`src/rtl/pipe_defs.sv`:
```
// Shared definitions for the MEM stage: FSM encodings, bubble field values,
// default access timeout and a small alignment helper.
package pipe_defs;

  typedef enum logic {
    ST_IDLE = 1'b0,
    ST_WAIT = 1'b1
  } mem_state_e;

  localparam int DEF_TIMEOUT = 16;

  localparam logic        BUBBLE_REG_WRITE  = 1'b0;
  localparam logic        BUBBLE_MEM_TO_REG = 1'b0;
  localparam logic [4:0]  BUBBLE_RD         = 5'd0;
  localparam logic [31:0] BUBBLE_DATA       = 32'd0;

  function automatic logic is_word_aligned(input logic [1:0] addr_lsb);
    return (addr_lsb == 2'b00);
  endfunction

endpackage

```
`src/rtl/mem_wb_reg.sv`:
```
// MEM_WB pipeline register; a bubble replaces every field with the bubble values.
module mem_wb_reg
  import pipe_defs::*;
(
  input  logic        clk,
  input  logic        rst_n,
  input  logic        i_bubble,
  input  logic        i_mem_to_reg,
  input  logic        i_reg_write,
  input  logic [31:0] i_read_data,
  input  logic [31:0] i_result,
  input  logic [4:0]  i_rd,
  output logic        o_mem_to_reg,
  output logic        o_reg_write,
  output logic [31:0] o_read_data,
  output logic [31:0] o_result,
  output logic [4:0]  o_rd
);

  logic        r_mem_to_reg;
  logic        r_reg_write;
  logic [31:0] r_read_data;
  logic [31:0] r_result;
  logic [4:0]  r_rd;

  // Capture either the incoming instruction or a bubble every cycle
  always_ff @(posedge clk or negedge rst_n) begin
    if (!rst_n) begin
      r_mem_to_reg <= 1'b0;
      r_reg_write  <= 1'b0;
      r_read_data  <= 32'd0;
      r_result     <= 32'd0;
      r_rd         <= 5'd0;
    end else if (i_bubble) begin
      r_mem_to_reg <= BUBBLE_MEM_TO_REG;
      r_reg_write  <= BUBBLE_REG_WRITE;
      r_read_data  <= BUBBLE_DATA;
      r_result     <= BUBBLE_DATA;
      r_rd         <= BUBBLE_RD;
    end else begin
      r_mem_to_reg <= i_mem_to_reg;
      r_reg_write  <= i_reg_write;
      r_read_data  <= i_read_data;
      r_result     <= i_result;
      r_rd         <= i_rd;
    end
  end

  assign o_mem_to_reg = r_mem_to_reg;
  assign o_reg_write  = r_reg_write;
  assign o_read_data  = r_read_data;
  assign o_result     = r_result;
  assign o_rd         = r_rd;

endmodule

```
`src/rtl/mem_access_stage.sv`:
```
// MEM pipeline stage: word loads/stores over a req/ready data-memory port with
// timeout abort, upstream stall generation, branch redirect and the MEM_WB register.
module mem_access_stage
  import pipe_defs::*;
#(
  parameter int TIMEOUT = DEF_TIMEOUT,
  parameter int AW      = 32
) (
  input  logic          clk,
  input  logic          rst_n,
  input  logic          Mem_Read_EX_MEM,
  input  logic          Mem_Write_EX_MEM,
  input  logic          PcSrc_EX_MEM,
  input  logic          Mem_to_Reg_EX_MEM,
  input  logic          Reg_Write_EX_MEM,
  input  logic          zero_EX_MEM,
  input  logic [31:0]   PC_Branch_EX_MEM,
  input  logic [31:0]   result_EX_MEM,
  input  logic [31:0]   Write_Data_EX_MEM,
  input  logic [4:0]    rd_EX_MEM,
  output logic          dmem_req,
  output logic          dmem_we,
  output logic [AW-1:0] dmem_addr,
  output logic [31:0]   dmem_wdata,
  input  logic [31:0]   dmem_rdata,
  input  logic          dmem_ready,
  output logic          stall,
  output logic          branch_taken,
  output logic [31:0]   PC_Branch_MEM,
  output logic          Mem_to_Reg_MEM_WB,
  output logic          Reg_Write_MEM_WB,
  output logic [31:0]   Read_Data_MEM_WB,
  output logic [31:0]   result_MEM_WB,
  output logic [4:0]    rd_MEM_WB,
  output logic          mem_err
);

  localparam int CW = $clog2(TIMEOUT + 1);

  mem_state_e    r_state;
  mem_state_e    w_next_state;
  logic [CW-1:0] r_cnt;
  logic          r_req;
  logic          r_we;
  logic [AW-1:0] r_addr;
  logic [31:0]   r_wdata;
  logic          r_err;

  logic          w_mem_op;
  logic          w_aligned;
  logic          w_stall;
  logic          w_bubble;
  logic          w_start;
  logic          w_done;
  logic          w_abort;
  logic          w_err_set;
  logic          w_last_wait;
  logic [31:0]   w_wb_read_data;

  assign w_mem_op    = Mem_Read_EX_MEM | Mem_Write_EX_MEM;
  assign w_aligned   = is_word_aligned(result_EX_MEM[1:0]);
  assign w_last_wait = (r_cnt == CW'(TIMEOUT - 1));

  // Next-state, stall and MEM_WB control for the access FSM
  always_comb begin
    w_next_state   = r_state;
    w_stall        = 1'b0;
    w_bubble       = 1'b1;
    w_start        = 1'b0;
    w_done         = 1'b0;
    w_abort        = 1'b0;
    w_err_set      = 1'b0;
    w_wb_read_data = 32'd0;
    case (r_state)
      ST_IDLE: begin
        if (w_mem_op) begin
          if (w_aligned) begin
            w_stall      = 1'b1;
            w_start      = 1'b1;
            w_next_state = ST_WAIT;
          end else begin
            w_err_set = 1'b1;
          end
        end else begin
          w_bubble = 1'b0;
        end
      end
      ST_WAIT: begin
        if (dmem_ready) begin
          w_bubble       = 1'b0;
          w_done         = 1'b1;
          w_wb_read_data = r_we ? 32'd0 : dmem_rdata;
          w_next_state   = ST_IDLE;
        end else if (w_last_wait) begin
          w_abort      = 1'b1;
          w_err_set    = 1'b1;
          w_next_state = ST_IDLE;
        end else begin
          w_stall = 1'b1;
        end
      end
      default: begin
        w_next_state = ST_IDLE;
      end
    endcase
  end

  // FSM state and WAIT-cycle counter
  always_ff @(posedge clk or negedge rst_n) begin
    if (!rst_n) begin
      r_state <= ST_IDLE;
      r_cnt   <= {CW{1'b0}};
    end else begin
      r_state <= w_next_state;
      if (w_start || w_done || w_abort) begin
        r_cnt <= {CW{1'b0}};
      end else if (r_state == ST_WAIT) begin
        r_cnt <= r_cnt + CW'(1);
      end else begin
        r_cnt <= r_cnt;
      end
    end
  end

  // Request latch: address/data/we only change when a new access starts
  always_ff @(posedge clk or negedge rst_n) begin
    if (!rst_n) begin
      r_req   <= 1'b0;
      r_we    <= 1'b0;
      r_addr  <= {AW{1'b0}};
      r_wdata <= 32'd0;
    end else if (w_start) begin
      r_req   <= 1'b1;
      r_we    <= Mem_Write_EX_MEM;
      r_addr  <= AW'(result_EX_MEM);
      r_wdata <= Write_Data_EX_MEM;
    end else if (w_done || w_abort) begin
      r_req <= 1'b0;
    end else begin
      r_req <= r_req;
    end
  end

  // Sticky error flag, cleared only by reset
  always_ff @(posedge clk or negedge rst_n) begin
    if (!rst_n) begin
      r_err <= 1'b0;
    end else if (w_err_set) begin
      r_err <= 1'b1;
    end else begin
      r_err <= r_err;
    end
  end

  mem_wb_reg u_mem_wb (
    .clk          (clk),
    .rst_n        (rst_n),
    .i_bubble     (w_bubble),
    .i_mem_to_reg (Mem_to_Reg_EX_MEM),
    .i_reg_write  (Reg_Write_EX_MEM),
    .i_read_data  (w_wb_read_data),
    .i_result     (result_EX_MEM),
    .i_rd         (rd_EX_MEM),
    .o_mem_to_reg (Mem_to_Reg_MEM_WB),
    .o_reg_write  (Reg_Write_MEM_WB),
    .o_read_data  (Read_Data_MEM_WB),
    .o_result     (result_MEM_WB),
    .o_rd         (rd_MEM_WB)
  );

  // Combinational outputs are forced low while reset is held
  assign stall         = rst_n & w_stall;
  assign branch_taken  = rst_n & PcSrc_EX_MEM & zero_EX_MEM;
  assign PC_Branch_MEM = rst_n ? PC_Branch_EX_MEM : 32'd0;

  assign dmem_req   = r_req;
  assign dmem_we    = r_we;
  assign dmem_addr  = r_addr;
  assign dmem_wdata = r_wdata;
  assign mem_err    = r_err;

endmodule

```
`config.mk`:
```
export PLATFORM = sky130hd
export DESIGN_NAME = mem_access_stage
export DESIGN_NICKNAME = d
export VERILOG_FILES = /design/src/rtl/pipe_defs.sv /design/src/rtl/mem_wb_reg.sv /design/src/rtl/mem_access_stage.sv
export SDC_FILE = /design/constraint.sdc
export NUM_CORES = 1
export LEC_CHECK = 0
export ABC_CLOCK_PERIOD_IN_PS = 2700
export CAP_MARGIN = 0
export CELL_PAD_IN_SITES_DETAIL_PLACEMENT = 1
export CELL_PAD_IN_SITES_GLOBAL_PLACEMENT = 1
export CORE_MARGIN = 4
export CORE_UTILIZATION = 29
export CTS_BUF_LIST = sky130_fd_sc_hd__clkbuf_2
export DETAILED_ROUTE_END_ITERATION = 16
export MAX_ROUTING_LAYER = met4
export PLACE_DENSITY_LB_ADDON = 0.05
export SYNTH_ARGS = -nofsm -noshare
export SYNTH_HDL_FRONTEND = slang
export SYNTH_SLANG_ARGS = --single-unit
```
`constraint.sdc`:
```
create_clock -name clk -period 2.7 [get_ports clk]
set_input_delay 0.675 -clock clk [delete_from_list [all_inputs] [get_ports clk]]
set_output_delay 0.675 -clock clk [all_outputs]
set_load 0.005 [all_outputs]
```
==> run summary <==
Worst EP arrival = 2.28 ns
cells after synthesis = 365
Post-synth EDFFs = 0
Via density = 4.31
Worst-path clk slew = 0.21 ns
Syn Nets = 509
standby leakage power = 3.96 nW
Final ANT Viol Nets = 0
worst setup margin = -0.255 ns
FP Rows = 49
vias in the first global route = 4629
Synth async-reset ratio = 1.00
worst skew pair latency = 0.70 ns
Post-Syn Area = 5350 µm²
root buffer cell = clkbuf_2
Worst-Margin Slew = 0.979 ns
Residual DRC = 0
GR peak layer = met2
first-pass GRT wire length = 26200 µm
clk_skew = 0.0295 ns
max_cap viols = 0
CTS Buf Count = 17
headroom to the max-slew limit = 0.348
grt ovf = 0
fill cell count = 1840
reg-to-reg endpoint = r_cnt[4]
GP Congestion = 0.723
Final min period = 2.95 ns
total track usage = 0.174
final cycle utilization of the critical path = 1.09
met2 Track Usage GR = 0.299
pin count of the biggest net entering global routing = 55
die area = 20700 µm²
Starting Density = 0.296
outcome = finished with violations
Tot Pwr = 5.62 mW
Pre-antenna DRT Iters = 4
area grow syn2layout = 71.8%
Vias = 4081
Chip Height = 144 µm
VDD IR max = 0.000322 V
RSZ-0062 raised after global routing = yes
syn avg cell area = 14.7 µm²
register area = 3600 µm²
Setup CP Type = register to primary output
total wire length = 17400 µm
Post-synth top flop = dfrtp_1
initial antenna violation count = 1
Worst setup SP type = register
Final setup viols = 1
Die W = 144 µm
pwr dens = 611 nW/µm²
Top Ports = 314
Clock Path Buffers = 2
required time of the critical path = 2.03 ns
crit-path max FO = 2
crit path from = r_cnt[0]
Final Hold Vio Count = 0
met3 GRT Util = 0.0745
r2r startpoint = r_cnt[0]
drt wl/cell = 18.3 µm
detailed router's first-iteration violation count = 86
CTS tree = done
H-tree levels = 4
Yosys warning count = 0
fin nets = 848
share of cells above drive strength 1 = 0.179
hold crit path type = input pin to async pin
Seq cells post-synth = 144
IO Port Bufs = 313
DP Cell Count = 909
flop-to-flop setup slack = 0.87 ns
CP endpoint kind = primary output
core area = 18100 µm²
worst r2r path cells = 7
CTS sink cnt = 144
Max Transition Viols Final = 0
failing checks = setup timing
post-synthesis sequential area ratio = 0.673
footprint of the multi-input gates = 1650 µm²
Yosys cell types = 30
f_max = 338 MHz
GR Layer Usage met1 = 0.182
DP HPWL = 13100 µm
Post-Layout Cell Count = 946
[layer usage]
layer	part of all wire	vias up
met5	0	-
met4	0.0097	0
met3	0.10	14
met2	0.52	184
met1	0.36	2011
li1	-	1872
[layout by cell type (no fill, tap or decap), types with 2 or more instances in the layout]
cell and count:
nand2_1 4, nor2b_1 35, a21oi_1 2, mux2_1 4, clkdlybuf4s50_1 311, dfrtp_1 144
inv_6 3, a31oi_1 2, and2_1 66, nor2_1 5, inv_1 3, mux2_2 59
clkbuf_2 18, bufinv_16 6, o2bb2ai_1 2, nor2b_2 5, buf_4 22, clkinv_4 2
[layout make-up]
type,instances,share of cell area
antenna,1,0.000272
clock buffer,18,0.00979
clock inverter,13,0.0253
inverter,3,0.00122
multi-input combinational,201,0.179
sequential,144,0.392
tap,229,0.0311
timing repair buffer,337,0.361
[critical path, stage by stage, from the launching register on]
cell and delay, ns:
dfrtp_1 0.43, ha_2 0.19, and3_4 0.18, ha_4 0.16, or3b_4 0.38, a21boi_2 0.13, buf_2 0.12
[power by group]
part / switching (mW) / internal (mW) / leakage [nW] / total, mW
Sequential: 0.146 / 2.45 / 1.84 / 2.60
Clock: 0.803 / 0.801 / 0.187 / 1.60
Combinational: 0.452 / 0.961 / 1.94 / 1.41
[cells in the mapped netlist, types with 2 or more instances]
cell	count	area [µm²]
buf_6	7	78.8
mux2_1	4	45.0
buf_2	2	10.0
and3_1	2	12.5
nor2_1	5	18.8
nor2b_1	35	219
a21oi_1	2	10.0
mux2_2	59	664
o2bb2ai_1	2	17.5
dfrtp_1	144	3600
nand2_1	4	15.0
ha_1	2	25.0
a31oi_1	2	12.5
inv_1	3	11.3
clkbuf_1	8	30.0
nor2b_2	5	43.8
and2_1	66	413
[through the flow]
| step | setup slack (ns) | instance area (µm²) | utilization | TNS (ns) | hold WS (ns) |
|---|---|---|---|---|---|
| floorplan | 0.415 | 5350 | - | 0 | 0.379 |
| global placement | -0.207 | 8810 | 0.487 | -0.207 | 0.460 |
| detailed placement | -0.196 | 8810 | 0.487 | -0.196 | 0.477 |
| CTS | -0.386 | 9190 | 0.508 | -0.386 | 0.190 |
| global route | -0.454 | 9200 | 0.509 | -0.454 | 0.212 |
| finish | -0.255 | 9200 | 0.509 | -0.255 | 0.261 |
[worst max path at each step]
stage,endpoint,cells after the start
4_1_cts,stall,6
3_5_place_dp,stall,4
2_1_floorplan,stall,5
3_3_place_gp,stall,6
5_1_grt,stall,6
6_report,stall,6
[kinds of logic (layout without fill, tap and decap cells)]
logic type,after synthesis,in the layout,synth area share
buf+inv,20,371,0.0243
flops,144,144,0.673
compound gates,12,12,0.0159
mux,63,63,0.133
simple gates,123,123,0.148
xor+xnor,1,1,0.00164
other cells,0,1,0
fa+ha+maj,2,2,0.00467
[repair_timing]
action,CTS,global route
buffers inserted,3,1
endpoints found under the setup margin,1,1
gates resized for setup,10,1
hold endpoints to repair,7,0
pin swaps,4,4
hold buffers,1,0
Note: power is estimated with default switching activity, not from simulation.
